**config.mk**
```make
export PLATFORM = sky130hd
export DESIGN_NAME = clk_divider
export DESIGN_NICKNAME = d
export VERILOG_FILES = /design/src/rtl/clk_divider.sv
export SDC_FILE = /design/constraint.sdc
export NUM_CORES = 1
export LEC_CHECK = 0
export CORE_ASPECT_RATIO = 0.6
export CORE_MARGIN = 2
export CORE_UTILIZATION = 55
export DETAILED_ROUTE_END_ITERATION = 7
export PLACE_DENSITY = 0.86
export REMOVE_ABC_BUFFERS = 1
export SLEW_MARGIN = 25
export SYNTH_ARGS = -nofsm -noshare
export SYNTH_HDL_FRONTEND = slang
export SYNTH_SLANG_ARGS = --single-unit
```
**constraint.sdc**
```tcl
create_clock -name clk -period 3 [get_ports clk]
set_input_delay 0.6 -clock clk [delete_from_list [all_inputs] [get_ports clk]]
set_output_delay 0.6 -clock clk [all_outputs]
set_load 0.05 [all_outputs]
```
**src/rtl/clk_divider.sv**
```systemverilog
// clk_divider: programmable square-wave generator in the clk domain.
// The half-period N = floor(CLK_FREQ_HZ / (2*speed)), clamped to at least 1,
// is computed by a multi-cycle restoring divider whenever speed changes.
// Optional build macro: CLKDIV_ROUND_EN selects round-to-nearest
// (N = floor((CLK_FREQ_HZ + speed) / (2*speed)), 33-bit dividend, 33 iterations).
module clk_divider #(
  parameter logic [31:0] CLK_FREQ_HZ = 32'd50_000_000
) (
  input  logic        clk,
  input  logic        rst,
  input  logic [19:0] speed,
  output logic        outClk_d
);

`ifdef CLKDIV_ROUND_EN
  localparam int DVD_W = 33;
`else
  localparam int DVD_W = 32;
`endif
  localparam int ITER_W = 6;
  localparam logic [ITER_W-1:0] LAST_ITER = ITER_W'(DVD_W - 1);

  typedef enum logic [1:0] {S_IDLE, S_DIV, S_LOAD} state_t;

  state_t            r_state;
  state_t            w_state_nxt;
  logic [19:0]       r_spd_q;
  logic              r_busy;
  logic [31:0]       r_lim_q;
  logic              r_lim_vld;
  logic [31:0]       r_cnt;

  logic [ITER_W-1:0] r_iter;
  logic [DVD_W-1:0]  r_dvd;
  logic [DVD_W-1:0]  r_quo;
  logic [20:0]       r_rem;

  logic              w_spd_zero;
  logic              w_spd_chg;
  logic              w_start;
  logic              w_step;
  logic              w_load;
  logic [DVD_W-1:0]  w_dividend;
  logic [20:0]       w_divisor;
  logic [21:0]       w_rem_sh;
  logic              w_qbit;
  logic [20:0]       w_rem_nxt;

  // Half-period clamp: a zero quotient (speed above CLK_FREQ_HZ/2) becomes 1;
  // the widened rounding quotient saturates to 32 bits.
  function automatic logic [31:0] f_clamp_n(input logic [DVD_W-1:0] q);
    if (q == '0) return 32'd1;
`ifdef CLKDIV_ROUND_EN
    if (q[DVD_W-1]) return 32'hFFFF_FFFF;
`endif
    return q[31:0];
  endfunction

  assign w_spd_zero = (speed == 20'd0);
  assign w_spd_chg  = (speed != r_spd_q);

`ifdef CLKDIV_ROUND_EN
  assign w_dividend = {1'b0, CLK_FREQ_HZ} + {13'd0, speed};
`else
  assign w_dividend = CLK_FREQ_HZ;
`endif

  // One restoring step: the partial remainder is 22 bits during the compare,
  // but the kept remainder is always below the 21-bit divisor.
  assign w_divisor = {r_spd_q, 1'b0};
  assign w_rem_sh  = {r_rem, r_dvd[DVD_W-1]};
  assign w_qbit    = (w_rem_sh >= {1'b0, w_divisor});
  assign w_rem_nxt = w_qbit ? (w_rem_sh[20:0] - w_divisor) : w_rem_sh[20:0];

  // Controller next state: disable and speed changes pre-empt any state.
  always_comb begin
    w_state_nxt = r_state;
    w_start     = 1'b0;
    w_step      = 1'b0;
    w_load      = 1'b0;
    if (w_spd_zero) begin
      w_state_nxt = S_IDLE;
    end else if (w_spd_chg) begin
      w_start     = 1'b1;
      w_state_nxt = S_DIV;
    end else begin
      w_step = r_busy;
      case (r_state)
        S_DIV:   if (r_iter == LAST_ITER) w_state_nxt = S_LOAD;
        S_LOAD: begin
          w_load      = 1'b1;
          w_state_nxt = S_IDLE;
        end
        default: ;
      endcase
    end
  end

  // Control state, active limit and output counter; the old limit keeps
  // running while a division is in flight.
  always_ff @(posedge clk) begin
    if (rst) begin
      r_state   <= S_IDLE;
      r_spd_q   <= '0;
      r_busy    <= 1'b0;
      r_lim_q   <= '0;
      r_lim_vld <= 1'b0;
      r_cnt     <= '0;
      outClk_d  <= 1'b0;
    end else begin
      r_state <= w_state_nxt;
      r_busy  <= (w_state_nxt == S_DIV);
      if (w_spd_zero) begin
        r_spd_q   <= '0;
        r_lim_vld <= 1'b0;
        r_cnt     <= '0;
        outClk_d  <= 1'b0;
      end else begin
        if (w_start) r_spd_q <= speed;
        if (w_load) begin
          r_lim_q   <= f_clamp_n(r_quo);
          r_lim_vld <= 1'b1;
          r_cnt     <= '0;
        end else if (r_lim_vld) begin
          if (r_cnt == r_lim_q - 32'd1) begin
            r_cnt    <= '0;
            outClk_d <= ~outClk_d;
          end else begin
            r_cnt <= r_cnt + 32'd1;
          end
        end
      end
    end
  end

  // Divider datapath: seeded on a start, one quotient bit per DIV cycle.
  always_ff @(posedge clk) begin
    if (w_start) begin
      r_dvd  <= w_dividend;
      r_quo  <= '0;
      r_rem  <= '0;
      r_iter <= '0;
    end else if (w_step) begin
      r_dvd  <= {r_dvd[DVD_W-2:0], 1'b0};
      r_quo  <= {r_quo[DVD_W-2:0], w_qbit};
      r_rem  <= w_rem_nxt;
      r_iter <= r_iter + ITER_W'(1);
    end
  end

endmodule

```
==> run metrics, run 1 <==
status=complete, but fails checks; violated checks=setup timing; CTS tree=yes; fin crit period=approximately 3.3 ns; Worst-path clk slew=approximately 0.07 ns; DRT iter0 DRCs=851; critical path cell sequence=or4_4 > or4_4 > nor3_4 > xnor2_1 > or4_1 > or4_4 > nor4_4 > buf_4 > buf_4 > nor3_2; pre-CTS setup slack=-0.249 ns; fin. max-slew vios=0; Met2 Wirelength=roughly 10000 um; Via density=5.96; Power Density=approximately 440 nW/um^2; RSZ-0062 raised after global routing=yes; fmax=305 MHz; Post-synth top flop=dfxtp_1; Final Hold Vio Count=0; Max Clock Skew=0.00999 ns; CP max-delay cell=or4_4; CP top delay family=simple AND/OR/NAND/NOR gates; Layout area overhead=18.0%; IO buf count=22; routed wire length=approximately 24000 um; Worst Path Arrival=about 3.6 ns; ANT nets after route=0; maximum capacitance violations=0; synth top area cells=dfxtp_1, xor2_1, mux2i_1; drc violations=0; Mapped Cells=about 1000; wire length on met1=around 12000 um; Worst Path Required=about 3.3 ns; Tightest Pin Transition=a little over 0.8 ns; Worst path max stage delay=0.54 ns; worst rel slew slack=a little under half; worst path bufs/invs=2; HPWL Detailed=approximately 17000 um; clk buf depth=2; # IOs=23; die height=approximately 100 um; final non-filler cell total=~1300; placed cells=1300; EDFF count, synth=0; largest net degree at the start of global routing=between 40 and 50; Core Area=16200 sq um; Sink Count=between 150 and 200; first-pass GRT wire length=between 30000 and 40000 um; Synth Warn #=0; TritonRoute pass-1 iters=5; Crit Path Category=reg2reg; met3 WL post-DR=roughly 1800 um; Die W=170 um; fin crit share=109%; Max VDD drop=0.334 mV; post-synthesis sequential area ratio=a little under two fifths; Final Setup Violations=33; Yosys top cell area share=about two fifths; Final WS setup=-0.280 ns; GPL Wtd Cong=between 0.9 and 1; cell taking the most area after synthesis=dfxtp_1; worst skew pair latency=0.43 ns; Post-Route Utilization=around two thirds; Avg WL per Cell=roughly 18 um; number of library cell types mapped by synthesis=65; Leak=approximately 4 nW; cts bufs inserted=17; Most Frequent Cell on Critical Path=or4_4; share of layout cells above drive strength 1=15.7%; clock root buffer master=clkbuf_16; diodes inserted=0; #FFs+latches synth=between 150 and 200; Design Power=4.70 mW; worst hold path class=reg2reg; GR Overflow Total=0; Row Count=36; worst-path fanout max=7; fraction of registers with async set/reset=0%; Die ar.=between 15000 and 20000 sq um; vias in the first global route=between 7000 and 8000; Final #Nets=between 1000 and 1500; top routing layer used=met4; initial antenna violation count=0; syn avg cell area=8.76 sq um; # H-tree levels=4; Initial Utilization=56.0%; type of origin of the critical path=register; Post-Syn Area=approximately 9100 sq um; Via Count=about 8000; endpoint type of the worst setup path=register; gr usage total=approximately 28%
==> cells by family (layout without fill, tap and decap cells) <==
kind of cell / after synthesis / count (layout) / share of synthesized area (%)
and+or+nand+nor: 407 / 407 / 24.3
muxes: 49 / 49 / 5.42
adders and majority gates: 26 / 26 / 3.68
AOI/OAI and AO/OA: 180 / 180 / 13.1
buffers and inverters: 89 / 184 / 4.62
xor gates and xnor gates: 110 / 110 / 10.6
DFF: 173 / 173 / 38.3
==> flip-flops by register name, indices dropped and copies added, names as in the netlist <==
| name | cells |
|---|---|
| r_iter | 6 |
| r_dvd | 25 |
| r_quo | 32 |
| r_cnt | 32 |
| outClk_d | 1 |
| r_lim_q | 32 |
| r_rem | 21 |
| r_busy | 1 |
| r_state | 2 |
| r_lim_vld | 1 |
| r_spd_q | 20 |
==> stage by stage <==
step           hold WS [ns]  setup TNS [ns]  cell area (sq um)
5_1_grt               0.475          -11.15              10700
4_1_cts               0.454           -7.66              10600
6_report              0.454           -8.11              10700
3_5_place_dp          0.439          -13.26              10000
3_3_place_gp          0.436           -8.44              10000
2_1_floorplan         0.426         -110.44               8770
==> cell usage after synthesis, drive strengths merged, types with 2 or more instances <==
| library cell | n |
|---|---|
| o311ai | 4 |
| and4 | 3 |
| nor4 | 31 |
| nor4b | 3 |
| buf | 5 |
| o211ai | 7 |
| o31ai | 2 |
| xor2 | 60 |
| nand3b | 3 |
| nand2 | 116 |
| dfxtp | 173 |
| or3 | 8 |
| clkbuf | 45 |
| nor2 | 87 |
| a21o | 10 |
| nor3b | 2 |
| a31oi | 7 |
| a21oi | 57 |
| a211o | 2 |
| o21ai | 30 |
| inv | 37 |
| nand4b | 2 |
| nor3 | 50 |
| nand2b | 4 |
| o31a | 3 |
| and3 | 5 |
| or2 | 5 |
| and2 | 15 |
| a22o | 11 |
| nand4 | 25 |
| a311oi | 3 |
| nor2b | 15 |
| o22a | 12 |
| xnor2 | 50 |
| mux2i | 49 |
| nand3 | 24 |
| ha | 25 |
| o21a | 4 |
| a32oi | 3 |
| or4 | 7 |
| a211oi | 17 |
==> placed cells by master, fill, tap and decap left out, types with 17 or more instances in the layout <==
cell	n
a211oi_1	17
a21oi_1	57
buf_4	85
clkbuf_16	18
clkdlybuf4s50_1	22
dfxtp_1	173
ha_1	25
inv_1	37
mux2i_1	49
nand2_1	116
nand3_1	23
nand4_1	24
nor2_1	85
nor3_1	18
nor3_2	30
nor4_1	26
o21ai_0	29
xnor2_1	50
xor2_1	60
==> worst paths after layout <==
| kind | from | end | slack [ns] | cells after the start |
|---|---|---|---|---|
| hold / removal | r_dvd[17]$_SDFFE_PP1P_ | r_dvd[18]$_SDFFE_PP0P_ | 0.45 | 2 |
| setup / recovery | r_lim_q[24]$_SDFFE_PP0P_ | r_cnt[28]$_SDFFE_PP0P_ | -0.28 | 10 |
| hold reg to reg | r_dvd[17]$_SDFFE_PP1P_ | r_dvd[18]$_SDFFE_PP0P_ | 0.45 | 2 |
| setup reg to reg | r_lim_q[24]$_SDFFE_PP0P_ | r_cnt[28]$_SDFFE_PP0P_ | -0.28 | 10 |
==> routing by layer <==
layer,track usage (%),vias up
met5,0,-
met4,9.14,0
met3,5.18,52
met2,41.7,314
met1,40.6,3802
li1,-,3812
==> report_power, final <==
group	switching (mW)	leakage (nW)	internal, mW
logic	0.130	2.31	0.107
clock network	0.982	0.272	1.16
registers	0.0130	1.40	2.31
total	1.13	3.99	3.58
==> worst reg2reg max path, stage by stage (launching register included) <==
cell and delay, ns:
dfxtp_1 0.32, or4_4 0.54, or4_4 0.45, nor3_4 0.13, xnor2_1 0.08, or4_1 0.52
or4_4 0.46, nor4_4 0.22, buf_4 0.18, buf_4 0.21, nor3_2 0.06
==> timing repair <==
action,in CTS,in global routing
setup buffers,1,3
hold buffers,0,0
endpoints found under the setup margin,33,52
resized for setup,4,8
pin swaps,0,3
cloned,0,2
==> final cells by class <==
type	instances	area (sq um)
fillers	1199	5490
multi-input cells	772	5240
flip-flops and latches	173	3460
repair buffers	115	1010
clock buffers	18	429
well taps	209	262
inverters	37	139
clock inverters	14	134
Note: power is estimated with default switching activity, not from simulation.
==> inputs of run 2 (changes only) <==
--- a/config.mk
+++ b/config.mk
@@ -7,11 +7,11 @@
 export LEC_CHECK = 0
 export CORE_ASPECT_RATIO = 0.6
 export CORE_MARGIN = 2
-export CORE_UTILIZATION = 55
+export CORE_UTILIZATION = 56
 export DETAILED_ROUTE_END_ITERATION = 7
-export PLACE_DENSITY = 0.86
+export PLACE_DENSITY = 0.87
 export REMOVE_ABC_BUFFERS = 1
-export SLEW_MARGIN = 25
+export SLEW_MARGIN = 20
 export SYNTH_ARGS = -nofsm -noshare
 export SYNTH_HDL_FRONTEND = slang
 export SYNTH_SLANG_ARGS = --single-unit
==> run 2 against run 1 <==
The flow still finishes with violations (setup timing); non-clock buffer count grew 8; highest routed layer unchanged; critical path depth did not move; clock-buffer cell count decreased by 1.
==> run metrics, run 2 (same netlist as run 1, synthesis figures left out) <==
Via Count=8108 (+1.6%); routed wire length=24400 um (+1.3%); die height=102 um (-0.86%); worst path bufs/invs=2 (unchanged); Final Setup Violations=34 (+3.0%); Worst path max stage delay=0.54 ns (about the same); clk buf depth=2 (unchanged); DRT iter0 DRCs=811 (-4.7%); Final #Nets=1172 (+0.69%); status=complete, but fails checks; maximum capacitance violations=0 (unchanged); most common cell after layout, fill and taps aside=dfxtp_1; R2R setup slack=-0.30 ns (-0.02 ns); drc violations=0 (unchanged); Tightest Pin Transition=0.858 ns (+0.0420 ns); Layout area overhead=20.4%; vias in the first global route=7515 (+0.52%); Hold Slack=0.457 ns (+0.00369 ns); Worst Path Required=3.32 ns (about the same); clock root buffer master=clkbuf_16; GR Overflow Total=0 (unchanged); CTS tree=yes; endpoint type of the worst setup path=register; Power Density=443 nW/um^2 (+0.61%); RSZ-0062 raised after global routing=yes; worst hold path class=reg2reg; commonest non-fill, non-tap cells in the layout=dfxtp_1, nand2_1, nor2_1, buf_4, xor2_1; type of origin of the critical path=register; TNS Setup=-8.96 ns (-0.853 ns); Worst Path Arrival=3.62 ns (+0.02 ns); fmax=303 MHz (-0.59%); violated checks=setup timing; # H-tree levels=4 (unchanged); Leak=4.06 nW (+2.0%); largest net degree at the start of global routing=60 (+40%); Avg WL per Cell=18.2 um (+1.1%); Row Count=35 (-2.8%); initial antenna violation count=0 (unchanged); Die ar.=17200 sq um (-1.7%); Largest regs=r_cnt x32, r_lim_q x32, r_quo x32; TritonRoute pass-1 iters=5 (unchanged); fin crit period=3.30 ns (+0.0195 ns); Core Area=15600 sq um (-3.6%); Worst-path clk slew=0.08 ns (about the same); hold buffers post-CTS=0 (unchanged); first-pass GRT wire length=39100 um (+1.1%); Design Power=4.83 mW (+2.7%); Crit Path Category=reg2reg; Sink Count=173 (unchanged); HPWL Detailed=16700 um (+0.41%); fin. max-slew vios=0 (unchanged); critical path cell sequence=or4_4 > or4_4 > nor3_4 > xnor2_1 > or4_1 > or4_4 > nor4_4 > buf_4 > clkbuf_16 > nor3_2; ANT nets after route=0 (unchanged); Die W=168 um (-0.88%); Final WS setup=-0.299 ns (-0.0195 ns); share of layout cells above drive strength 1=17.5% (+1.8 points); worst-path fanout max=8 (+1); Via density=6.05 (+1.5%); Initial Utilization=58.1% (+2.1 points); cts bufs inserted=17 (unchanged); Most Frequent Cell on Critical Path=or4_4; Max VDD drop=0.318 mV (-4.9%); fin crit share=110% (+0.65 points); CP max-delay cell=or4_4; pre-CTS setup slack=-0.293 ns (-0.0438 ns); CP top delay family=simple AND/OR/NAND/NOR gates; # IOs=23 (unchanged); worst skew pair latency=0.43 ns (about the same); Max Clock Skew=0.0110 ns (+0.000992 ns); diodes inserted=0 (unchanged); Final Hold Vio Count=0 (unchanged); worst rel slew slack=42.3% (-2.8 points); GPL Wtd Cong=0.946 (+2.4%); gr usage total=28.4% (+0.60 points); IO buf count=22 (unchanged)
## run 2: cell count changes in the layout (fill, tap and decap cells not counted), moves of 2 or more
cell,delta
inv_8,+6
buf_12,+4
dfxtp_1,-3
dfxtp_2,+3
buf_6,+2
clkinv_2,-2
clkinv_4,-2
nor4_1,-2
nor4_2,+2
## run 2: repair_timing
| action | 4_1_cts | 5_1_grt |
|---|---|---|
| cloned | 1 | 2 |
| pin swaps | 0 | 13 |
| endpoints found under the setup margin | 33 | 38 |
| gates resized for setup | 4 | 24 |
| buffers inserted | 1 | 8 |
## run 2: path summary, 6_finish.rpt
path / cells after the start / startpoint / end
setup / recovery: 10 / r_lim_q[24]$_SDFFE_PP0P_ / r_cnt[29]$_SDFFE_PP0P_
hold / removal: 2 / r_dvd[29]$_SDFFE_PP0P_ / r_dvd[30]$_SDFFE_PP0P_
setup reg to reg: 10 / r_lim_q[24]$_SDFFE_PP0P_ / r_cnt[29]$_SDFFE_PP0P_
hold reg to reg: 2 / r_dvd[29]$_SDFFE_PP0P_ / r_dvd[30]$_SDFFE_PP0P_
## run 2: worst register-to-register path, delay by kind of cell (launching register included)
family	cells	cell delay (ns)
simple gates	7	2.41
flops	1	0.32
buf+inv	2	0.36
xor+xnor	1	0.08
## run 2: per-layer routing
layer / routed length, um / track usage (%)
met4: 333 / 6.96
met3: 2130 / 4.99
met2: 10300 / 43.3
met1: 11600 / 42.2
met5: 0 / 0
## run 2: stage by stage
step                      utilization (%)  instance area (sq um)  std cells
after floorplan                         -                   8770        982
after global placement               64.6                  10100       1297
after detailed placement             64.6                  10100       1297
after CTS                            68.8                  10700       1331
after global routing                 69.9                  10900       1340
final                                69.9                  10900       1340
## run 2: power by group
part / internal [mW] / switching (mW)
clock: 1.19 / 1.07
sequential: 2.31 / 0.0132
combinational: 0.110 / 0.132
total: 3.61 / 1.22
## run 2: final cells by class
cell class	instances	area, sq um
fillers	1068	4690
inverters	37	139
repair buffers	123	1160
clock inverters	15	165
clock buffers	17	425
well taps	203	254
flip-flops and latches	173	3470
multi-input cells	772	5300
==> inputs of run 3 (changes only) <==
--- a/config.mk
+++ b/config.mk
@@ -5,6 +5,7 @@
 export SDC_FILE = /design/constraint.sdc
 export NUM_CORES = 1
 export LEC_CHECK = 0
+export ABC_CLOCK_PERIOD_IN_PS = 3000
 export CORE_ASPECT_RATIO = 0.6
 export CORE_MARGIN = 2
 export CORE_UTILIZATION = 56
==> results of run 3 <==
Same layout as run 2: the final DEF is identical, and so are final timing and power.
